**src/rtl/chess_pkg.sv**
```systemverilog
// Shared chess core types: piece encoding, square addressing and the
// back-rank layout used whenever the board is reset to the opening position.
package chess_pkg;

  typedef enum logic [2:0] {
    PT_EMPTY  = 3'd0,
    PT_PAWN   = 3'd1,
    PT_KNIGHT = 3'd2,
    PT_BISHOP = 3'd3,
    PT_ROOK   = 3'd4,
    PT_QUEEN  = 3'd5,
    PT_KING   = 3'd6,
    PT_RSVD   = 3'd7
  } piece_type_t;

  localparam logic COLOR_WHITE = 1'b0;
  localparam logic COLOR_BLACK = 1'b1;

  typedef logic [5:0] square_t;

  typedef struct packed {
    logic        color;
    piece_type_t ptype;
  } piece_t;

  localparam int SQUARES = 64;

  function automatic piece_type_t back_rank_type(input logic [2:0] col);
    piece_type_t t;
    case (col)
      3'd0:    t = PT_ROOK;
      3'd1:    t = PT_KNIGHT;
      3'd2:    t = PT_BISHOP;
      3'd3:    t = PT_QUEEN;
      3'd4:    t = PT_KING;
      3'd5:    t = PT_BISHOP;
      3'd6:    t = PT_KNIGHT;
      3'd7:    t = PT_ROOK;
      default: t = PT_EMPTY;
    endcase
    return t;
  endfunction

endpackage

```
**src/rtl/board_init_rom.sv**
```systemverilog
// Combinational opening-position lookup: square in, piece out.
module board_init_rom
  import chess_pkg::*;
(
  input  square_t square_i,
  output piece_t  piece_o
);

  logic [2:0] row_s;
  logic [2:0] col_s;

  assign row_s = square_i[5:3];
  assign col_s = square_i[2:0];

  // Row 0 / 7 hold the back ranks, rows 1 / 6 the pawns, everything else empty.
  always_comb begin
    piece_o.color = COLOR_WHITE;
    piece_o.ptype = PT_EMPTY;
    case (row_s)
      3'd0: begin
        piece_o.color = COLOR_WHITE;
        piece_o.ptype = back_rank_type(col_s);
      end
      3'd1: begin
        piece_o.color = COLOR_WHITE;
        piece_o.ptype = PT_PAWN;
      end
      3'd6: begin
        piece_o.color = COLOR_BLACK;
        piece_o.ptype = PT_PAWN;
      end
      3'd7: begin
        piece_o.color = COLOR_BLACK;
        piece_o.ptype = back_rank_type(col_s);
      end
      default: begin
        piece_o.color = COLOR_WHITE;
        piece_o.ptype = PT_EMPTY;
      end
    endcase
  end

endmodule

```
**src/rtl/board_arbiter.sv**
```systemverilog
// Owner of the board RAM port: loads the opening position, then arbitrates
// between the video renderer (fixed priority) and game logic (starvation-guarded).
module board_arbiter
  import chess_pkg::*;
#(
  parameter int ADDR_W       = 6,
  parameter int DATA_W       = 4,
  parameter int STARVE_LIMIT = 4
) (
  input  logic              CLOCK_50,
  input  logic              reset,
  input  logic              new_game,
  input  logic              vid_req,
  input  logic [ADDR_W-1:0] vid_addr,
  output logic              vid_gnt,
  output logic              vid_rvalid,
  input  logic              game_req,
  input  logic              game_we,
  input  logic [ADDR_W-1:0] game_addr,
  input  logic [DATA_W-1:0] game_wdata,
  output logic              game_gnt,
  output logic              game_rvalid,
  output logic [DATA_W-1:0] rdata,
  output logic              init_done,
  output logic [ADDR_W-1:0] ram_addr,
  output logic              ram_we,
  output logic [DATA_W-1:0] ram_wdata,
  input  logic [DATA_W-1:0] ram_rdata
);

  localparam int                CNT_W      = $clog2(STARVE_LIMIT + 1);
  localparam logic [CNT_W-1:0]  STARVE_MAX = CNT_W'(STARVE_LIMIT);
  localparam logic [ADDR_W-1:0] IDX_LAST   = {ADDR_W{1'b1}};

  typedef enum logic [0:0] {
    ST_INIT = 1'b0,
    ST_RUN  = 1'b1
  } state_t;

  state_t            state_q, state_d;
  logic [ADDR_W-1:0] idx_q, idx_d;
  logic [CNT_W-1:0]  starve_cnt_q, starve_cnt_d;
  logic              vid_rvalid_q, vid_rvalid_d;
  logic              game_rvalid_q, game_rvalid_d;
  logic [DATA_W-1:0] rdata_hold_q, rdata_hold_d;
  logic              init_done_q, init_done_d;
  piece_t            init_piece_s;

  board_init_rom u_init_rom (
    .square_i (square_t'(idx_q)),
    .piece_o  (init_piece_s)
  );

  // Grant selection and RAM port mux; the starvation override beats video.
  always_comb begin
    vid_gnt   = 1'b0;
    game_gnt  = 1'b0;
    ram_addr  = '0;
    ram_we    = 1'b0;
    ram_wdata = '0;
    if (state_q == ST_INIT) begin
      ram_we    = 1'b1;
      ram_addr  = idx_q;
      ram_wdata = DATA_W'(init_piece_s);
    end else begin
      if (game_req && (starve_cnt_q == STARVE_MAX)) begin
        game_gnt = 1'b1;
      end else if (vid_req) begin
        vid_gnt = 1'b1;
      end else if (game_req) begin
        game_gnt = 1'b1;
      end else begin
        game_gnt = 1'b0;
      end
      if (game_gnt) begin
        ram_addr  = game_addr;
        ram_we    = game_we;
        ram_wdata = game_wdata;
      end else if (vid_gnt) begin
        ram_addr  = vid_addr;
        ram_we    = 1'b0;
      end else begin
        ram_we    = 1'b0;
      end
    end
  end

  // Next-state, init counter, starvation counter and read-response bookkeeping.
  always_comb begin
    state_d = state_q;
    idx_d   = idx_q;
    case (state_q)
      ST_INIT: begin
        idx_d = idx_q + ADDR_W'(1);
        if (idx_q == IDX_LAST) begin
          state_d = ST_RUN;
          idx_d   = '0;
        end else begin
          state_d = ST_INIT;
        end
      end
      ST_RUN: begin
        if (new_game) begin
          state_d = ST_INIT;
          idx_d   = '0;
        end else begin
          state_d = ST_RUN;
        end
      end
      default: begin
        state_d = ST_INIT;
        idx_d   = '0;
      end
    endcase

    if (game_req && !game_gnt) begin
      if (starve_cnt_q == STARVE_MAX) begin
        starve_cnt_d = starve_cnt_q;
      end else begin
        starve_cnt_d = starve_cnt_q + CNT_W'(1);
      end
    end else begin
      starve_cnt_d = '0;
    end

    vid_rvalid_d  = vid_gnt;
    game_rvalid_d = game_gnt & ~game_we;
    init_done_d   = (state_d == ST_RUN);

    if (vid_rvalid_q || game_rvalid_q) begin
      rdata_hold_d = ram_rdata;
    end else begin
      rdata_hold_d = rdata_hold_q;
    end
  end

  // State and response registers.
  always_ff @(posedge CLOCK_50) begin
    if (reset) begin
      state_q       <= ST_INIT;
      idx_q         <= '0;
      starve_cnt_q  <= '0;
      vid_rvalid_q  <= 1'b0;
      game_rvalid_q <= 1'b0;
      rdata_hold_q  <= '0;
      init_done_q   <= 1'b0;
    end else begin
      state_q       <= state_d;
      idx_q         <= idx_d;
      starve_cnt_q  <= starve_cnt_d;
      vid_rvalid_q  <= vid_rvalid_d;
      game_rvalid_q <= game_rvalid_d;
      rdata_hold_q  <= rdata_hold_d;
      init_done_q   <= init_done_d;
    end
  end

  // RAM data is only valid in the response cycle; otherwise show the last response.
  always_comb begin
    if (vid_rvalid_q || game_rvalid_q) begin
      rdata = ram_rdata;
    end else begin
      rdata = rdata_hold_q;
    end
  end

  assign vid_rvalid  = vid_rvalid_q;
  assign game_rvalid = game_rvalid_q;
  assign init_done   = init_done_q;

endmodule

```
**config.mk**
```make
export PLATFORM = sky130hd
export DESIGN_NAME = board_arbiter
export DESIGN_NICKNAME = d
export VERILOG_FILES = /design/src/rtl/chess_pkg.sv /design/src/rtl/board_init_rom.sv /design/src/rtl/board_arbiter.sv
export SDC_FILE = /design/constraint.sdc
export NUM_CORES = 1
export LEC_CHECK = 0
export CAP_MARGIN = 20
export CORE_MARGIN = 3
export CORE_UTILIZATION = 30
export DETAILED_ROUTE_END_ITERATION = 16
export HOLD_SLACK_MARGIN = 0.05
export MAX_ROUTING_LAYER = met4
export SLEW_MARGIN = 20
export SYNTH_ARGS = -nofsm -noshare
export SYNTH_HDL_FRONTEND = slang
export SYNTH_SLANG_ARGS = --single-unit
```
**constraint.sdc**
```tcl
create_clock -name CLOCK_50 -period 3.2 [get_ports CLOCK_50]
set_input_delay 0.8 -clock CLOCK_50 [delete_from_list [all_inputs] [get_ports CLOCK_50]]
set_output_delay 0.8 -clock CLOCK_50 [all_outputs]
set_load 0.1 [all_outputs]
```
Yosys cells after proc, flatten, opt, wreduce, memory -nomap -nowiden. Memory sizes are Yosys's and may differ from the RTL's. A register that Yosys moved wholly into a read port is not among the register bits. Index checks and enable logic that the tools add are counted.

Bits in registers: 16. Latch bits: 0. Memory bits (writable): 0. Memory bits (read-only): 48. Input port bits: 26. Output and inout bits: 20. Memories kept: 2.

Memories: (name not given) (words 8, bits a word 3, rd ports 1, clocked after memory_dff 1, wr ports 0, line chess_pkg.sv:30) `case (col)`; (name not given) (words 8, bits a word 3, rd ports 1, clocked after memory_dff 1, wr ports 0, line chess_pkg.sv:30).

Add/subtract/negate cells: 2. Multipliers: 0. Div/mod/pow operators: 0. $lt $le $gt $ge: 0. Eq/ne operators: 6. Shifts and indexed selects: 0. Multiplexer cells: 28. Bitwise operators: 4. Reductions and logical operators: 6.

Operators by type and width (number): $mux 6 (5); $pmux 4 s4 (1); $mux 1 (13); $mux 3 (4); $mux 4 (3); $pmux 6 s2 (1); $eq 3x3->1 const B (3); $add 6x1->6 const B (1); $eq 6x6->1 const B (1); $add 3x1->3 const B (1); $eq 3x1->1 const B (1); $logic_not 3->1 (1); $not 1->1 (3); $logic_and 1x1->1 (2); $ne 2x2->1 const B (1); $pmux 1 s2 (1); $reduce_or 2->1 (1); $and 1x1->1 (1); $logic_not 1->1 (1); $logic_or 1x1->1 (1).

Depth between registers and ports, before layout. Gate-level depths: netlist (run 1).

Depth after elaboration: 9. Depth in mapped cells: 8.

Cells and area by module. Synthesis (run 1) repeated with hierarchy kept, for this count alone.

Cells, all modules: 117. Area total of the unflattened synthesis: 1028.5 um2.

Modules (own cells, without submodules): board_arbiter (times used 1, cells each 104, area an instance 925.9 um2); board_init_rom (times used 1, cells each 13, area an instance 102.6 um2).

Worst setup path after synthesis (run 1). No wires, ideal clock.

Path type: reg-to-output. From: register init_done (netlist name). To: output ram_addr[1]. Arrival: 3438 ps. Data required time: 2400 ps. Path slack: -1038 ps. Cell stages (with the launch flop): 5. Buffers on the path: 1. Path through: dfxtp_1 -> buf_2 -> nand2_1 -> a31oi_2 -> a221o_1.

RTL lines: end: declaration (line board_arbiter.sv:25) `output logic [ADDR_W-1:0] ram_addr,`.

Worst setup path in the final report (run 1).
From: input vid_req. To: output ram_addr[2].

Word-level cells in the longest chain between the ends: 6. Elaborated cells between the ends (all ways): 9.

Ends and longest elaborated chain: start: declaration (line board_arbiter.sv:13) `input logic vid_req,`; $mux 1 (line board_arbiter.sv:68) `end else if (vid_req) begin`; $mux 1 (line board_arbiter.sv:66) `if (game_req && (starve_cnt_q == STARVE_MAX)) begin`; $mux 1 (line board_arbiter.sv:61) `if (state_q == ST_INIT) begin`; $mux 6 (line board_arbiter.sv:79) `end else if (vid_gnt) begin`; $mux 6 (*) (line board_arbiter.sv:75) `if (game_gnt) begin`; $mux 6 (*) (line board_arbiter.sv:61).

Mark *: on every way between the ends. The rest lies on a longest branch, timed or not. The select of a mux whose other input is x is not followed.

==> run_results.csv, run 1 <==
group,metric,value,unit
timing,worst_slack,0.0689,ns
timing,period_minus_slack,3.13,ns
synth,synth_area_leaders,"dfxtp_1 34%, nor2b_1 8.3%, ha_1 5.5%",
timing,setup_viol,0,
grt,grt_pass1_wl,5.27,mm
die,ios,46,
die,rows,21,
grt,grt-ovfl-total,0,
routing,firstDrtPassIters,4,
power,cellPowerDensity,356,nW/um^2
cells_and_area,nets,203,
worst_setup_path,cp.arrival,2.33,ns
run,cap_violations,0,
synth,yosys-mux-area-fraction,0.0577,
synth,synth_top_cell_by_area,"dfxtp_1",
power,ir_worst_vdd,0.168,mV
cts,tritoncts,"built",
place,dp_slack,0.0422,ns
timing,fin_skew,0.00390,ns
synth,synthFlopType,"dfxtp_1",
cts,clock-sinks,19,
timing,drv_slew,0,
routing,drt-initial-drc-count,30,
cts,cts_setup_buffers,0,
cells_and_area,multiInputGateArea,694,um^2
synth,synth_top_cell_area_share,0.337,
synth,ys_seq_elements,19,
routing,ant_nets,0,
grt,grt_use_total,0.158,
worst_setup_path,cp_slowest_cell,"clkdlybuf4s50_1",
synth,syn-num-nets,159,
routing,drt-total-wl,3.16,mm
place,globalplace.congestion,0.860,
cells_and_area,fin_util,0.531,
routing,routedWlPerCell,14.5,um
cts,clk_latency,0.25,ns
worst_setup_path,max_stage_delay,0.48,ns
worst_setup_path,rrSetupSlack,1.05,ns
grt,grt_start_max_net_pins,25,
worst_setup_path,crit_type,"input pin to output port",
timing,rsz0062_at_grt,"no",
place,dpl.cell_count,212,
cells_and_area,drive_above_1_share,0.246,
status,outcome,"complete, no violations",
die,dieArea,4530,um^2
cts,cts_resized,0,
synth,synth_cells,128,
worst_setup_path,crit_required,2.40,ns
synth,synth_fa_ha_area_frac,0.0555,
worst_setup_path,endpoint_kind,"output port",
routing,drc,0,
cts,clk_pin_slew,0.06,ns
timing,max_freq,319,MHz
synth,yosys.area_share.simple,0.249,
synth,syn-cell-area,1130,um^2
die,coreArea,3470,um^2
timing,worstMarginPinSlew,0.424,ns
synth,synth-warning-count,0,
cells_and_area,antenna_cells,0,
worst_setup_path,critPathMaxFanout,8,
cells_and_area,synthToLayoutAreaGrowth,63.4,%
synth,synth_top_family_by_area,"simple AND/OR/NAND/NOR gates",
timing,hold_viol,0,
routing,viasPerCell,5.10,
cts,htree_num_levels,1,
synth,synthXorXnorAreaFrac,0.00777,
cts,holdBufCountCts,0,
place,place_hpwl,2.50,mm
timing,period_share,0.978,
synth,synthArstFlopShare,0,
power,p_leak,0.750,nW
synth,yosysSeqAreaShare,0.337,
cells_and_area,layoutNonFillerInstCount,217,
place,port_buffers,45,
synth,syn_avg_cell_area,8.81,um^2
power,total_power,0.656,mW
timing,tns,0,ns
cells_and_area,fillers,339,
die,chipHeight,67.3,um
synth,synth_edf_count,0,
die,dieWidth,67.3,um
routing,vias,1107,
grt,grt_pass1_vias,1124,
worst_setup_path,crit_chain,"clkdlybuf4s50_1 > a21bo_1 > and3_4 > a221o_2 > buf_12",
timing,slew_headroom,0.718,
synth,yosysUniqueCellTypes,38,
synth,synth-compound-area-share,0.234,
cts,clockBufferDepth,2,
grt,grt_antenna_before_repair,0,
cells_and_area,seqCellArea,382,um^2
hold_path,hp-class,"register to register",
cts,cts-buffers-inserted,3,
cts,clockRootBuffer,"clkbuf_8",
worst_setup_path,crit_path_start_kind,"input pin",
die,start_util,0.325,
-- final timing paths --
kind                                       from               to  depth (start not counted)
worst max-delay path                    vid_req      ram_addr[2]                          5
worst min-delay path            starve_cnt_q[1]  starve_cnt_q[1]                          2
worst max register to register         idx_q[1]         register                          7
worst min register to register  starve_cnt_q[1]  starve_cnt_q[1]                          2
-- Yosys cell counts (all sizes together) (2+ instances only) --
master,n
nand2b,4
nor3b,2
nand3b,2
nor2b,15
a221o,6
and3,3
a31oi,6
buf,7
nor2,4
dfxtp,19
nand2,7
ha,5
a211oi,2
a22o,5
inv,6
mux2i,2
a21oi,6
or3,3
nand3,6
mux2,4
o21ai,3
-- cell usage in the layout, fill, tap and decap left out, types with 2 or more instances in the layout --
cell type / count
a21oi_1: 6
inv_1: 6
nand3b_1: 2
and3_1: 2
mux2_2: 4
ha_1: 5
a211oi_1: 2
clkdlybuf4s50_1: 25
nor2b_1: 15
o21ai_0: 3
nand2_1: 7
a221o_2: 6
buf_12: 18
a31oi_1: 5
clkbuf_8: 3
nor3b_1: 2
nand3_1: 6
or3_1: 3
nor2_1: 4
dfxtp_1: 18
nand2b_1: 4
a22o_2: 4
mux2i_1: 2
buf_4: 4
-- power by group --
part | leakage [nW] | internal (mW) | switching (mW) | total, mW
Sequential | 0.156 | 0.249 | 0.0110 | 0.260
Clock | 0.0228 | 0.0884 | 0.0746 | 0.163
Combinational | 0.571 | 0.101 | 0.132 | 0.234
-- cell families after synthesis --
family,after synthesis
buf+inv,14
simple gates,49
compound gates,34
fa+ha+maj,5
mux,6
xor+xnor,1
flops,19
-- layer usage --
metal / vias to the layer above / wire [um] / global-route usage
li1: 548 / - / -
met5: - / 0 / -
met1: 519 / 1340 / 0.178
met3: 5 / 193 / 0.0200
met2: 35 / 1560 / 0.275
met4: 0 / 66 / 0.0759
-- per-stage QoR --
stage	area, um^2	hold slack, ns
2_1_floorplan	1140	0.484
3_3_place_gp	1780	0.496
3_5_place_dp	1780	0.525
4_1_cts	1820	0.534
5_1_grt	1840	0.564
6_report	1840	0.523
-- critical path, delay by kind of cell --
kind                   cells  cell delay (ns)
AO/OA/AOI/OAI              2             0.65
buffers and inverters      2             0.65
AND/OR/NAND/NOR            1             0.22
-- cell type report --
type                    instances  share of cell area
repair buffers                 47               0.348
flip-flops and latches         19               0.207
multi-input cells              95               0.377
clock buffers                   4              0.0245
inverters                       6              0.0122
well taps                      46              0.0312
No activity file was read; power rests on OpenSTA's default activity.
==> run 2, diff against run 1 <==
--- a/config.mk
+++ b/config.mk
@@ -11,6 +11,7 @@
 export DETAILED_ROUTE_END_ITERATION = 16
 export HOLD_SLACK_MARGIN = 0.05
 export MAX_ROUTING_LAYER = met4
+export REMOVE_ABC_BUFFERS = 1
 export SLEW_MARGIN = 20
 export SYNTH_ARGS = -nofsm -noshare
 export SYNTH_HDL_FRONTEND = slang
==> constraint.sdc (replaced) <==
create_clock -name CLOCK_50 -period 2.86 [get_ports CLOCK_50]
set_input_delay 0.715 -clock CLOCK_50 [delete_from_list [all_inputs] [get_ports CLOCK_50]]
set_output_delay 0.715 -clock CLOCK_50 [all_outputs]
set_load 0.1 [all_outputs]
==> run_results.csv, run 2 (same netlist as run 1, synthesis figures left out) <==
group,metric,value,unit
die,chipHeight,67.3,um
timing,tns,0,ns
hold_path,hp-class,"register to register",
power,p_leak,0.767,nW
die,start_util,0.325,
routing,drt-initial-drc-count,28,
die,dieArea,4530,um^2
timing,fin_skew,0.00343,ns
timing,worst_slack,0.0990,ns
worst_setup_path,timing.rr.start,"idx_q[0]",
timing,setup_viol,0,
routing,viasPerCell,5.08,
place,dp_slack,-0.0878,ns
cells_and_area,final_cell_mix,"24 x clkdlybuf4s50_1, 19 x dfxtp_1, 17 x buf_12",
worst_setup_path,path_depth,4,
grt,grt_use_total,0.153,
worst_setup_path,cp.arrival,2.05,ns
die,dieWidth,67.3,um
grt,grt_pass1_vias,1100,
cells_and_area,synthToLayoutAreaGrowth,64.3,%
worst_setup_path,endpoint_kind,"output port",
hold_path,whs_path_depth,2,
routing,wl_met1,1.47,mm
cts,tritoncts,"built",
timing,rsz0062_at_grt,"no",
routing,ant_nets,0,
worst_setup_path,crit_chain,"clkdlybuf4s50_1 > a31oi_4 > a221o_2 > buf_12",
grt,grt_antenna_before_repair,0,
cells_and_area,layout_commonest_cell,"clkdlybuf4s50_1",
routing,routedWlPerCell,14.7,um
timing,period_minus_slack,2.76,ns
run,cap_violations,0,
place,globalplace.congestion,0.804,
routing,firstDrtPassIters,4,
grt,grt_pass1_wl,5.15,mm
place,place_hpwl,2.53,mm
timing,period_share,0.965,
routing,dr_wl_met2,1.45,mm
timing,slew_headroom,0.621,
cts,clock-sinks,19,
timing,worstMarginPinSlew,0.568,ns
worst_setup_path,critPathMaxFanout,8,
worst_setup_path,path_delay_family,"buffers and inverters",
routing,top_layer,"met4",
status,outcome,"complete, no violations",
cts,holdBufCountCts,0,
timing,whs,0.524,ns
routing,drt-total-wl,3.24,mm
cts,clockRootBuffer,"clkbuf_8",
die,coreArea,3470,um^2
cells_and_area,drive_above_1_share,0.234,
die,rows,21,
timing,drv_slew,0,
worst_setup_path,cp_slowest_cell,"clkdlybuf4s50_1",
grt,grt_start_max_net_pins,17,
hold_path,worst_hold_path.endpoint,"starve_cnt_q[1]",
worst_setup_path,crit_type,"input pin to output port",
cells_and_area,fillers,312,
die,ios,46,
cts,htree_num_levels,1,
routing,vias,1123,
routing,dr_wl_met3,282,um
grt,grt-ovfl-total,0,
place,port_buffers,45,
worst_setup_path,crit_path_start_kind,"input pin",
timing,max_freq,362,MHz
worst_setup_path,critPathBufInv,2,
cells_and_area,nets,207,
cts,cts-buffers-inserted,3,
worst_setup_path,reg2regPathDepth,7,
cts,clockBufferDepth,2,
power,cellPowerDensity,400,nW/um^2
cts,clk_pin_slew,0.07,ns
routing,drc,0,
cts,cts_setup_buffers,0,
worst_setup_path,max_stage_delay,0.58,ns
power,ir_worst_vdd,0.295,mV
worst_setup_path,crit_required,2.14,ns
cells_and_area,antenna_cells,0,
hold_path,min_from,"starve_cnt_q[1]",
timing,hold_viol,0,
worst_setup_path,rrSetupSlack,0.79,ns
cts,clk_latency,0.26,ns
==> run 2: area by class of cell <==
cell class              count  area [um^2]  area share
multi-input cells          96          697       0.376
repair buffers             50          649       0.351
flip-flops and latches     19          380       0.205
well taps                  46         57.6      0.0311
clock buffers               4         45.0      0.0243
inverters                   6         22.5      0.0122
==> run 2: report_power, final <==
| group | switching [mW] | internal [mW] | total (mW) |
|---|---|---|---|
| Combinational | 0.147 | 0.113 | 0.260 |
| Sequential | 0.0124 | 0.278 | 0.291 |
| Clock | 0.0918 | 0.0992 | 0.191 |
==> run 2: worst reg2reg max path, delay by kind of cell (launching register included) <==
| family | cells | cell delay, ns |
|---|---|---|
| adders and majority gates | 2 | 0.62 |
| and+or+nand+nor | 2 | 0.27 |
| AOI/OAI and AO/OA | 3 | 0.66 |
| DFF | 1 | 0.45 |
==> run 2: worst max-delay path by stage <==
stage	start	slack (ns)	to
final	game_req	0.1	ram_addr[5]
after global routing	game_req	0.02	ram_addr[5]
after CTS	game_req	0.02	ram_addr[3]
after detailed placement	vid_req	-0.09	ram_addr[5]
after global placement	vid_req	-0.05	ram_addr[0]
after floorplan	init_done	-1.38	ram_addr[1]
==> run 2: repair_timing <==
action / in CTS / in global routing
gates cloned: 1 / 0
endpoints found under the setup margin: 6 / 6
resized for setup: 1 / 1
pin swaps: 6 / 0
==> run 2: per-stage QoR <==
stage / utilization / instance area [um^2] / cells / total power, mW
floorplan: - / 1080 / 120 / 0.442
global placement: 0.517 / 1790 / 216 / 0.553
CTS: 0.531 / 1840 / 221 / 0.748
detailed placement: 0.517 / 1790 / 216 / 0.557
global route: 0.534 / 1850 / 221 / 0.771
finish: 0.534 / 1850 / 221 / 0.741
==> run 2: metal layers <==
| layer | GRT usage | vias to the layer above |
|---|---|---|
| met2 | 0.255 | 40 |
| met3 | 0.0366 | 4 |
| li1 | - | 559 |
| met4 | 0.0532 | 0 |
| met1 | 0.180 | 520 |
| met5 | - | - |
==> run 3, diff against run 2 <==
--- a/config.mk
+++ b/config.mk
@@ -12,6 +12,7 @@
 export HOLD_SLACK_MARGIN = 0.05
 export MAX_ROUTING_LAYER = met4
 export REMOVE_ABC_BUFFERS = 1
+export SKIP_LAST_GASP = 1
 export SLEW_MARGIN = 20
 export SYNTH_ARGS = -nofsm -noshare
 export SYNTH_HDL_FRONTEND = slang
==> results of run 3 <==
Same layout as run 2: the final DEF is identical, and so are final timing and power.
